## config.mk

```make
export PLATFORM = sky130hd
export DESIGN_NAME = transfer_ctrl_flat
export DESIGN_NICKNAME = d
export VERILOG_FILES = /design/src/rtl/transfer_pkg.sv /design/src/rtl/transfer_ctrl_if.sv /design/src/rtl/transfer_ctrl_tick_gen.sv /design/src/rtl/transfer_ctrl.sv /design/src/flat_wrapper.sv
export SDC_FILE = /design/constraint.sdc
export NUM_CORES = 1
export LEC_CHECK = 0
export BUFFER_PORTS_ARGS = -buffer_cell sky130_fd_sc_hd__clkbuf_2
export CAP_MARGIN = 40
export CORE_ASPECT_RATIO = 1.4
export CORE_MARGIN = 5
export CORE_UTILIZATION = 30
export DETAILED_ROUTE_END_ITERATION = 8
export GPL_TIMING_DRIVEN = 0
export HOLD_SLACK_MARGIN = 0.12
export PLACE_DENSITY = 0.47
export REMOVE_ABC_BUFFERS = 1
export SLEW_MARGIN = 10
export SYNTH_ARGS = -nofsm -noshare
export SYNTH_HDL_FRONTEND = slang
export SYNTH_HIERARCHICAL = 1
export SYNTH_SLANG_ARGS = --single-unit
```

## constraint.sdc

```tcl
create_clock -name clk -period 3.5 [get_ports clk]
set_clock_uncertainty 0.2 [all_clocks]
set_input_delay 0.7 -clock clk [delete_from_list [all_inputs] [get_ports clk]]
set_output_delay 0.7 -clock clk [all_outputs]
set_load 0.02 [all_outputs]
```

## src/rtl/transfer_pkg.sv

```systemverilog
// rtl/transfer_pkg.sv - shared types and defaults for the transfer controller
package transfer_pkg;

   localparam int DES_DIV_DEF = 10;
   localparam int Q_DIV_DEF   = 100;
   localparam int Q_DEPTH_DEF = 8;
   localparam int Q_LEN_W     = 4;
   localparam int DATA_W      = 8;

   typedef enum logic [1:0] {
      ST_IDLE,
      ST_WAIT_SLOT,
      ST_ENQ,
      ST_ACK
   } xfer_state_t;

endpackage

```

## src/rtl/transfer_ctrl_if.sv

```systemverilog
// rtl/transfer_ctrl_if.sv - deserializer, queue and user signals of the transfer controller
interface transfer_ctrl_if;
   import transfer_pkg::*;

   logic                tick_des;
   logic                tick_q;
   logic                des_data_ready;
   logic [DATA_W-1:0]   des_data;
   logic                des_ack;
   logic                q_enqueue;
   logic [DATA_W-1:0]   q_data;
   logic [Q_LEN_W-1:0]  q_len;
   logic                deq_req;
   logic                q_dequeue;
   logic                overflow;
   logic                underflow;
   logic                busy;

   modport master (
      output tick_des, tick_q, des_ack, q_enqueue, q_data, q_dequeue,
             overflow, underflow, busy,
      input  des_data_ready, des_data, q_len, deq_req
   );

   modport slave (
      input  tick_des, tick_q, des_ack, q_enqueue, q_data, q_dequeue,
             overflow, underflow, busy,
      output des_data_ready, des_data, q_len, deq_req
   );

endinterface

```

## src/rtl/transfer_ctrl_tick_gen.sv

```systemverilog
// rtl/transfer_ctrl_tick_gen.sv - free-running divider producing a one-clk enable pulse
module tick_gen #(
   parameter int DIV = 10
) (
   input  logic clk,
   input  logic reset_n,
   output logic o_tick
);

   localparam int            W    = (DIV > 1) ? $clog2(DIV) : 1;
   localparam logic [W-1:0]  LAST = W'(DIV - 1);

   logic [W-1:0] r_cnt;

   always_ff @(posedge clk or negedge reset_n) begin
      if (!reset_n) begin
         r_cnt <= '0;
      end else if (r_cnt == LAST) begin
         r_cnt <= '0;
      end else begin
         r_cnt <= r_cnt + 1'b1;
      end
   end

   // Decoded from the count so the pulse sits in the last cycle of each period.
   assign o_tick = (r_cnt == LAST);

endmodule

```

## src/rtl/transfer_ctrl.sv

```systemverilog
// rtl/transfer_ctrl.sv - moves deserializer bytes into the queue and schedules user dequeues
module transfer_ctrl
   import transfer_pkg::*;
#(
   parameter int DES_DIV = DES_DIV_DEF,
   parameter int Q_DIV   = Q_DIV_DEF,
   parameter int Q_DEPTH = Q_DEPTH_DEF
) (
   input  logic             clk,
   input  logic             reset_n,
   transfer_ctrl_if.master  bus
);

   localparam logic [Q_LEN_W-1:0] Q_FULL = Q_LEN_W'(Q_DEPTH);

   logic              w_tick_des;
   logic              w_tick_q;
   logic              w_slot_free;
   logic              w_enq;
   logic              w_deq;
   logic              w_latch;
   xfer_state_t       r_state;
   xfer_state_t       w_state_nxt;
   logic [DATA_W-1:0] r_q_data;
   logic              r_pend;
   logic              r_overflow;
   logic              r_underflow;

   tick_gen #(.DIV(DES_DIV)) u_tick_des (
      .clk     (clk),
      .reset_n (reset_n),
      .o_tick  (w_tick_des)
   );

   tick_gen #(.DIV(Q_DIV)) u_tick_q (
      .clk     (clk),
      .reset_n (reset_n),
      .o_tick  (w_tick_q)
   );

   // A full queue blocks the enqueue on this tick; a coincident dequeue still goes.
   assign w_slot_free = (bus.q_len < Q_FULL);
   assign w_deq       = w_tick_q && r_pend && (bus.q_len != '0);

   always_ff @(posedge clk or negedge reset_n) begin
      if (!reset_n) begin
         r_state <= ST_IDLE;
      end else begin
         r_state <= w_state_nxt;
      end
   end

   always_comb begin
      w_state_nxt = r_state;
      w_enq       = 1'b0;
      w_latch     = 1'b0;
      case (r_state)
         ST_IDLE: begin
            if (bus.des_data_ready) begin
               w_latch     = 1'b1;
               w_state_nxt = ST_WAIT_SLOT;
            end
         end
         ST_WAIT_SLOT: begin
            if (w_tick_q && w_slot_free) begin
               w_enq       = 1'b1;
               w_state_nxt = ST_ENQ;
            end
         end
         ST_ENQ: begin
            w_state_nxt = ST_ACK;
         end
         ST_ACK: begin
            if (!bus.des_data_ready) begin
               w_state_nxt = ST_IDLE;
            end
         end
         default: begin
            w_state_nxt = ST_IDLE;
         end
      endcase
   end

   always_ff @(posedge clk or negedge reset_n) begin
      if (!reset_n) begin
         r_q_data <= '0;
      end else if (w_latch) begin
         r_q_data <= bus.des_data;
      end
   end

   // A request landing on the serving tick is judged against the old flag.
   always_ff @(posedge clk or negedge reset_n) begin
      if (!reset_n) begin
         r_pend      <= 1'b0;
         r_overflow  <= 1'b0;
         r_underflow <= 1'b0;
      end else begin
         if (w_tick_q && r_pend) begin
            r_pend <= 1'b0;
            if (bus.q_len == '0) begin
               r_underflow <= 1'b1;
            end
         end
         if (bus.deq_req) begin
            if (r_pend) begin
               r_overflow <= 1'b1;
            end else begin
               r_pend <= 1'b1;
            end
         end
      end
   end

   assign bus.tick_des  = w_tick_des;
   assign bus.tick_q    = w_tick_q;
   assign bus.des_ack   = (r_state == ST_ACK);
   assign bus.q_enqueue = w_enq;
   assign bus.q_data    = r_q_data;
   assign bus.q_dequeue = w_deq;
   assign bus.overflow  = r_overflow;
   assign bus.underflow = r_underflow;
   assign bus.busy      = (r_state != ST_IDLE);

endmodule

```

## src/flat_wrapper.sv

```systemverilog
// flat-port wrapper written by rule: the top's interface ports become plain ports
module transfer_ctrl_flat import transfer_pkg::*;
#(
   parameter int DES_DIV = DES_DIV_DEF,
   parameter int Q_DIV   = Q_DIV_DEF,
   parameter int Q_DEPTH = Q_DEPTH_DEF
)
  (clk, reset_n, bus_tick_des, bus_tick_q, bus_des_ack, bus_q_enqueue, bus_q_data, bus_q_dequeue, bus_overflow, bus_underflow, bus_busy, bus_des_data_ready, bus_des_data, bus_q_len, bus_deq_req);
  transfer_ctrl_if bus_i ();
  input  logic clk;
  input  logic reset_n;
  output wire logic [$bits(bus_i.tick_des)-1:0] bus_tick_des;
  output wire logic [$bits(bus_i.tick_q)-1:0] bus_tick_q;
  output wire logic [$bits(bus_i.des_ack)-1:0] bus_des_ack;
  output wire logic [$bits(bus_i.q_enqueue)-1:0] bus_q_enqueue;
  output wire logic [$bits(bus_i.q_data)-1:0] bus_q_data;
  output wire logic [$bits(bus_i.q_dequeue)-1:0] bus_q_dequeue;
  output wire logic [$bits(bus_i.overflow)-1:0] bus_overflow;
  output wire logic [$bits(bus_i.underflow)-1:0] bus_underflow;
  output wire logic [$bits(bus_i.busy)-1:0] bus_busy;
  input wire logic [$bits(bus_i.des_data_ready)-1:0] bus_des_data_ready;
  input wire logic [$bits(bus_i.des_data)-1:0] bus_des_data;
  input wire logic [$bits(bus_i.q_len)-1:0] bus_q_len;
  input wire logic [$bits(bus_i.deq_req)-1:0] bus_deq_req;
  assign bus_tick_des = bus_i.tick_des;
  assign bus_tick_q = bus_i.tick_q;
  assign bus_des_ack = bus_i.des_ack;
  assign bus_q_enqueue = bus_i.q_enqueue;
  assign bus_q_data = bus_i.q_data;
  assign bus_q_dequeue = bus_i.q_dequeue;
  assign bus_overflow = bus_i.overflow;
  assign bus_underflow = bus_i.underflow;
  assign bus_busy = bus_i.busy;
  assign bus_i.des_data_ready = bus_des_data_ready;
  assign bus_i.des_data = bus_des_data;
  assign bus_i.q_len = bus_q_len;
  assign bus_i.deq_req = bus_deq_req;
  transfer_ctrl #(.DES_DIV(DES_DIV), .Q_DIV(Q_DIV), .Q_DEPTH(Q_DEPTH)) u_core (.clk(clk), .reset_n(reset_n), .bus(bus_i));
endmodule
```

==> results.py <==
metrics = {
    "setup_path": {
        "r2r_setup_slack_ns": 1.30,
        "crit_type": "flop to output port",
        "end_kind": "output port",
        "worstPathRequired_ns": 2.60,
        "crit_arrival_ns": 1.73,
        "reg2reg_depth": 6,
        "reg2reg_to": "u_core/r_state[1]$_DFFE_PN0P_",
        "r2r-start": "u_core/u_tick_q/r_cnt[0]$_DFF_PN0_",
        "crit_fanout": 9,
        "cp-start-kind": "flop",
    },
    "finish": {
        "fillers": 362,
        "final_area_um2": 1393,
        "final_layout_size_suffix_gt1_share_pct": 41.13,
        "antenna_cells": 0,
        "nNetsFinal": 147,
        "area_delta_synth_final_pct": 25.06,
    },
    "power_and_ir_drop": {
        "power_density_nw_per_um2": 379.1,
        "p_sw_w": 0.00009198,
        "switching_share_pct": 17.42,
        "p_seq_share_pct": 52.5,
        "p_int_w": 0.0004360,
        "max-vdd-ir-drop_uv": 220.8,
        "p_comb_share_pct": 2.7,
        "p_clk_share_pct": 44.9,
        "leakagePower_nw": 0.7396,
    },
    "synth": {
        "ys_types": 29,
        "synth_area_leaders": "dfrtp_1 54%, ha_1 6.7%, mux2_2 6.1%",
        "syn_inst": 89,
        "ys_ff_latch": 24,
        "synthTopCellsByCount": "24 x dfrtp_1, 7 x inv_1, 6 x ha_1, 6 x mux2_2",
        "seq_area_frac_synth_pct": 53.93,
        "async_reset_ff_share_pct": 100.0,
        "synth_top_cell_area_share_pct": 53.93,
        "yosysMostFrequentCell": "dfrtp_1",
        "synth_top_flop_cell": "dfrtp_1",
        "yosys.area.top_type": "dfrtp_1",
        "yosys_warnings": 6,
        "avgSynthCellArea_um2": 12.51,
        "syn_area_um2": 1114,
        "synth_edf_count": 0,
    },
    "floorplan": {
        "initial_core_util_pct": 30.84,
        "fp.dieH_um": 82.09,
        "die_area_um2": 5047,
        "num_rows": 26,
        "io_pins": 32,
        "die_w_um": 61.49,
        "fp.coreArea_um2": 3611,
    },
    "place": {
        "post-dp-hpwl_um": 1578,
        "dpl-instance-area_um2": 1321,
        "io_buffers": 31,
        "gp_congestion": 0.6700,
    },
    "drt": {
        "vias": 761,
        "drtIter0Drc": 10,
        "totalWireLength_um": 1939,
        "viasPerCell": 4.584,
        "ant_nets": 0,
        "drt_pre_antenna_iters": 2,
        "wire_per_inst_um": 11.68,
        "drc": 0,
    },
    "cts": {
        "cts_max_path_buffers": 2,
        "hold_buffers": 0,
        "post_cts_buffers": 0,
        "cts_sinks": 24,
        "numCtsBuffers": 3,
        "clk_pin_slew_ns": 0.08,
        "cts_max_level": 1,
        "cts_tree": "built",
        "clkLatencyLatePin_ns": 0.26,
        "cts_resized": 0,
        "cts_root_buffer": "clkbuf_8",
    },
    "global_route": {
        "grt.overflow.total": 0,
        "grt_start_max_net_pins": 25,
        "grt_pass1_wl_um": 3001,
        "track_usage_pct": 7.925,
        "antenna_found_initial": 0,
        "grt_pass1_vias": 707,
    },
    "sta": {
        "min_period_ns": 2.635,
        "hold_viol": 0,
        "setup_viol": 0,
        "final-max-slew-violation-count": 0,
        "finalCritPeriodShare_pct": 75.28,
        "max-slew-margin-rel_pct": 60.39,
        "tns_ns": 0,
        "rsz0062_at_grt": "false",
        "fmaxAchievable_mhz": 379.6,
        "tightest_slew_ns": 0.5941,
    },
    "min_path": {
        "hp-class": "input pin to asynchronous set/reset pin",
    },
    "status": {
        "status": "finished clean",
    },
    "job": {
        "maxCapViolCount": 0,
    },
}
-- layout by cell type (no fill, tap or decap) --
cell and instances:
clkbuf_2 31, dfrtp_1 24, inv_1 7, mux2_2 6
ha_1 6, nand2_1 5, nor2_1 5, mux2_1 4
xnor2_1 4, clkbuf_8 3, mux2i_1 3, nand3_1 3
nor2b_2 2, nor2_2 2, a31oi_1 2, bufinv_16 1
nor4_1 1, nand2b_1 1, a21o_1 1, a31o_2 1
nor2b_1 1, a221oi_2 1, nor3b_1 1, o21ai_1 1
nor3_1 1, a221o_1 1, or3_4 1, nor2_8 1
and3_2 1, and2_1 1, nor3_2 1, nand4_1 1
-- through the flow --
stage,cells,total power [W],setup WS (ns),hold WS (ns),utilization (%)
final,166,0.0005280,0.8654,0.2271,38.57
after global routing,166,0.0005518,0.6987,0.2678,38.57
after global placement,162,0.0002972,1.134,0.2442,36.59
after CTS,166,0.0005403,0.8168,0.2476,38.57
after detailed placement,162,0.0002976,1.120,0.2516,36.59
after floorplan,89,0.0002834,1.139,0.2044,-
-- metal layers --
| layer | track usage, % | routed length (um) | vias to the layer above |
|---|---|---|---|
| li1 | - | - | 375 |
| met1 | 9.883 | 800 | 365 |
| met2 | 12.26 | 990 | 17 |
| met3 | 1.887 | 113 | 4 |
| met4 | 4.459 | 34 | 0 |
| met5 | 0 | 0 | - |
-- cell families (layout without fill, tap and decap cells) --
| logic type | after synthesis | in the layout | share of synthesized area (%) |
|---|---|---|---|
| flops | 24 | 24 | 53.93 |
| mux | 13 | 13 | 12.81 |
| xor+xnor | 4 | 4 | 3.146 |
| fa+ha+maj | 6 | 6 | 6.741 |
| compound gates | 7 | 7 | 5.280 |
| buf+inv | 7 | 42 | 2.360 |
| simple gates | 28 | 28 | 15.73 |
-- how the worst max path moves through the flow --
stage                     slack (ns)            end                                from  depth (start not counted)
after floorplan                 1.14  bus_q_enqueue  u_core/u_tick_q/r_cnt[2]$_DFF_PN0_                          4
after global placement          1.13  bus_q_enqueue  u_core/u_tick_q/r_cnt[0]$_DFF_PN0_                          6
after detailed placement        1.12  bus_q_enqueue  u_core/u_tick_q/r_cnt[0]$_DFF_PN0_                          6
after CTS                       0.82  bus_q_enqueue  u_core/u_tick_q/r_cnt[0]$_DFF_PN0_                          6
after global routing            0.70  bus_q_enqueue  u_core/u_tick_q/r_cnt[0]$_DFF_PN0_                          6
final                           0.87  bus_q_enqueue  u_core/u_tick_q/r_cnt[0]$_DFF_PN0_                          6
-- power by group through the flow --
stage / registers [W] / logic (W) / clock network (W)
floorplan: 0.000283 / 0.000000793 / 0
detailed placement: 0.000283 / 0.0000150 / 0
global route: 0.000277 / 0.0000167 / 0.000258
finish: 0.000277 / 0.0000142 / 0.000237
CTS: 0.000277 / 0.0000150 / 0.000248
global placement: 0.000283 / 0.0000147 / 0
-- final cells by class --
class	count	area, um^2	area share (%)
clock buffer	3	41.29	2.965
clock inverter	1	30.03	2.156
inverter	7	26.28	1.887
multi-input combinational	58	486.7	34.95
sequential	24	600.6	43.13
tap	42	52.55	3.774
timing repair buffer	31	155.1	11.14
-- flip-flops by register name, summed over array words and instances (netlist names) --
| signal | cells |
|---|---|
| u_core/u_tick_q/r_cnt | 7 |
| u_core/r_state | 2 |
| u_core/bus.underflow | 1 |
| u_core/bus.overflow | 1 |
| u_core/r_pend | 1 |
| u_core/bus.q_data | 8 |
| u_core/u_tick_des/r_cnt | 4 |
-- critical path: stages (launching register included) --
cell and delay (ns):
dfrtp_1 0.40, ha_1 0.27, nand3_1 0.21, nor2_8 0.21
nand2b_1 0.11, nor2_1 0.10, clkbuf_2 0.17
No activity file was read; power rests on OpenSTA's default activity.
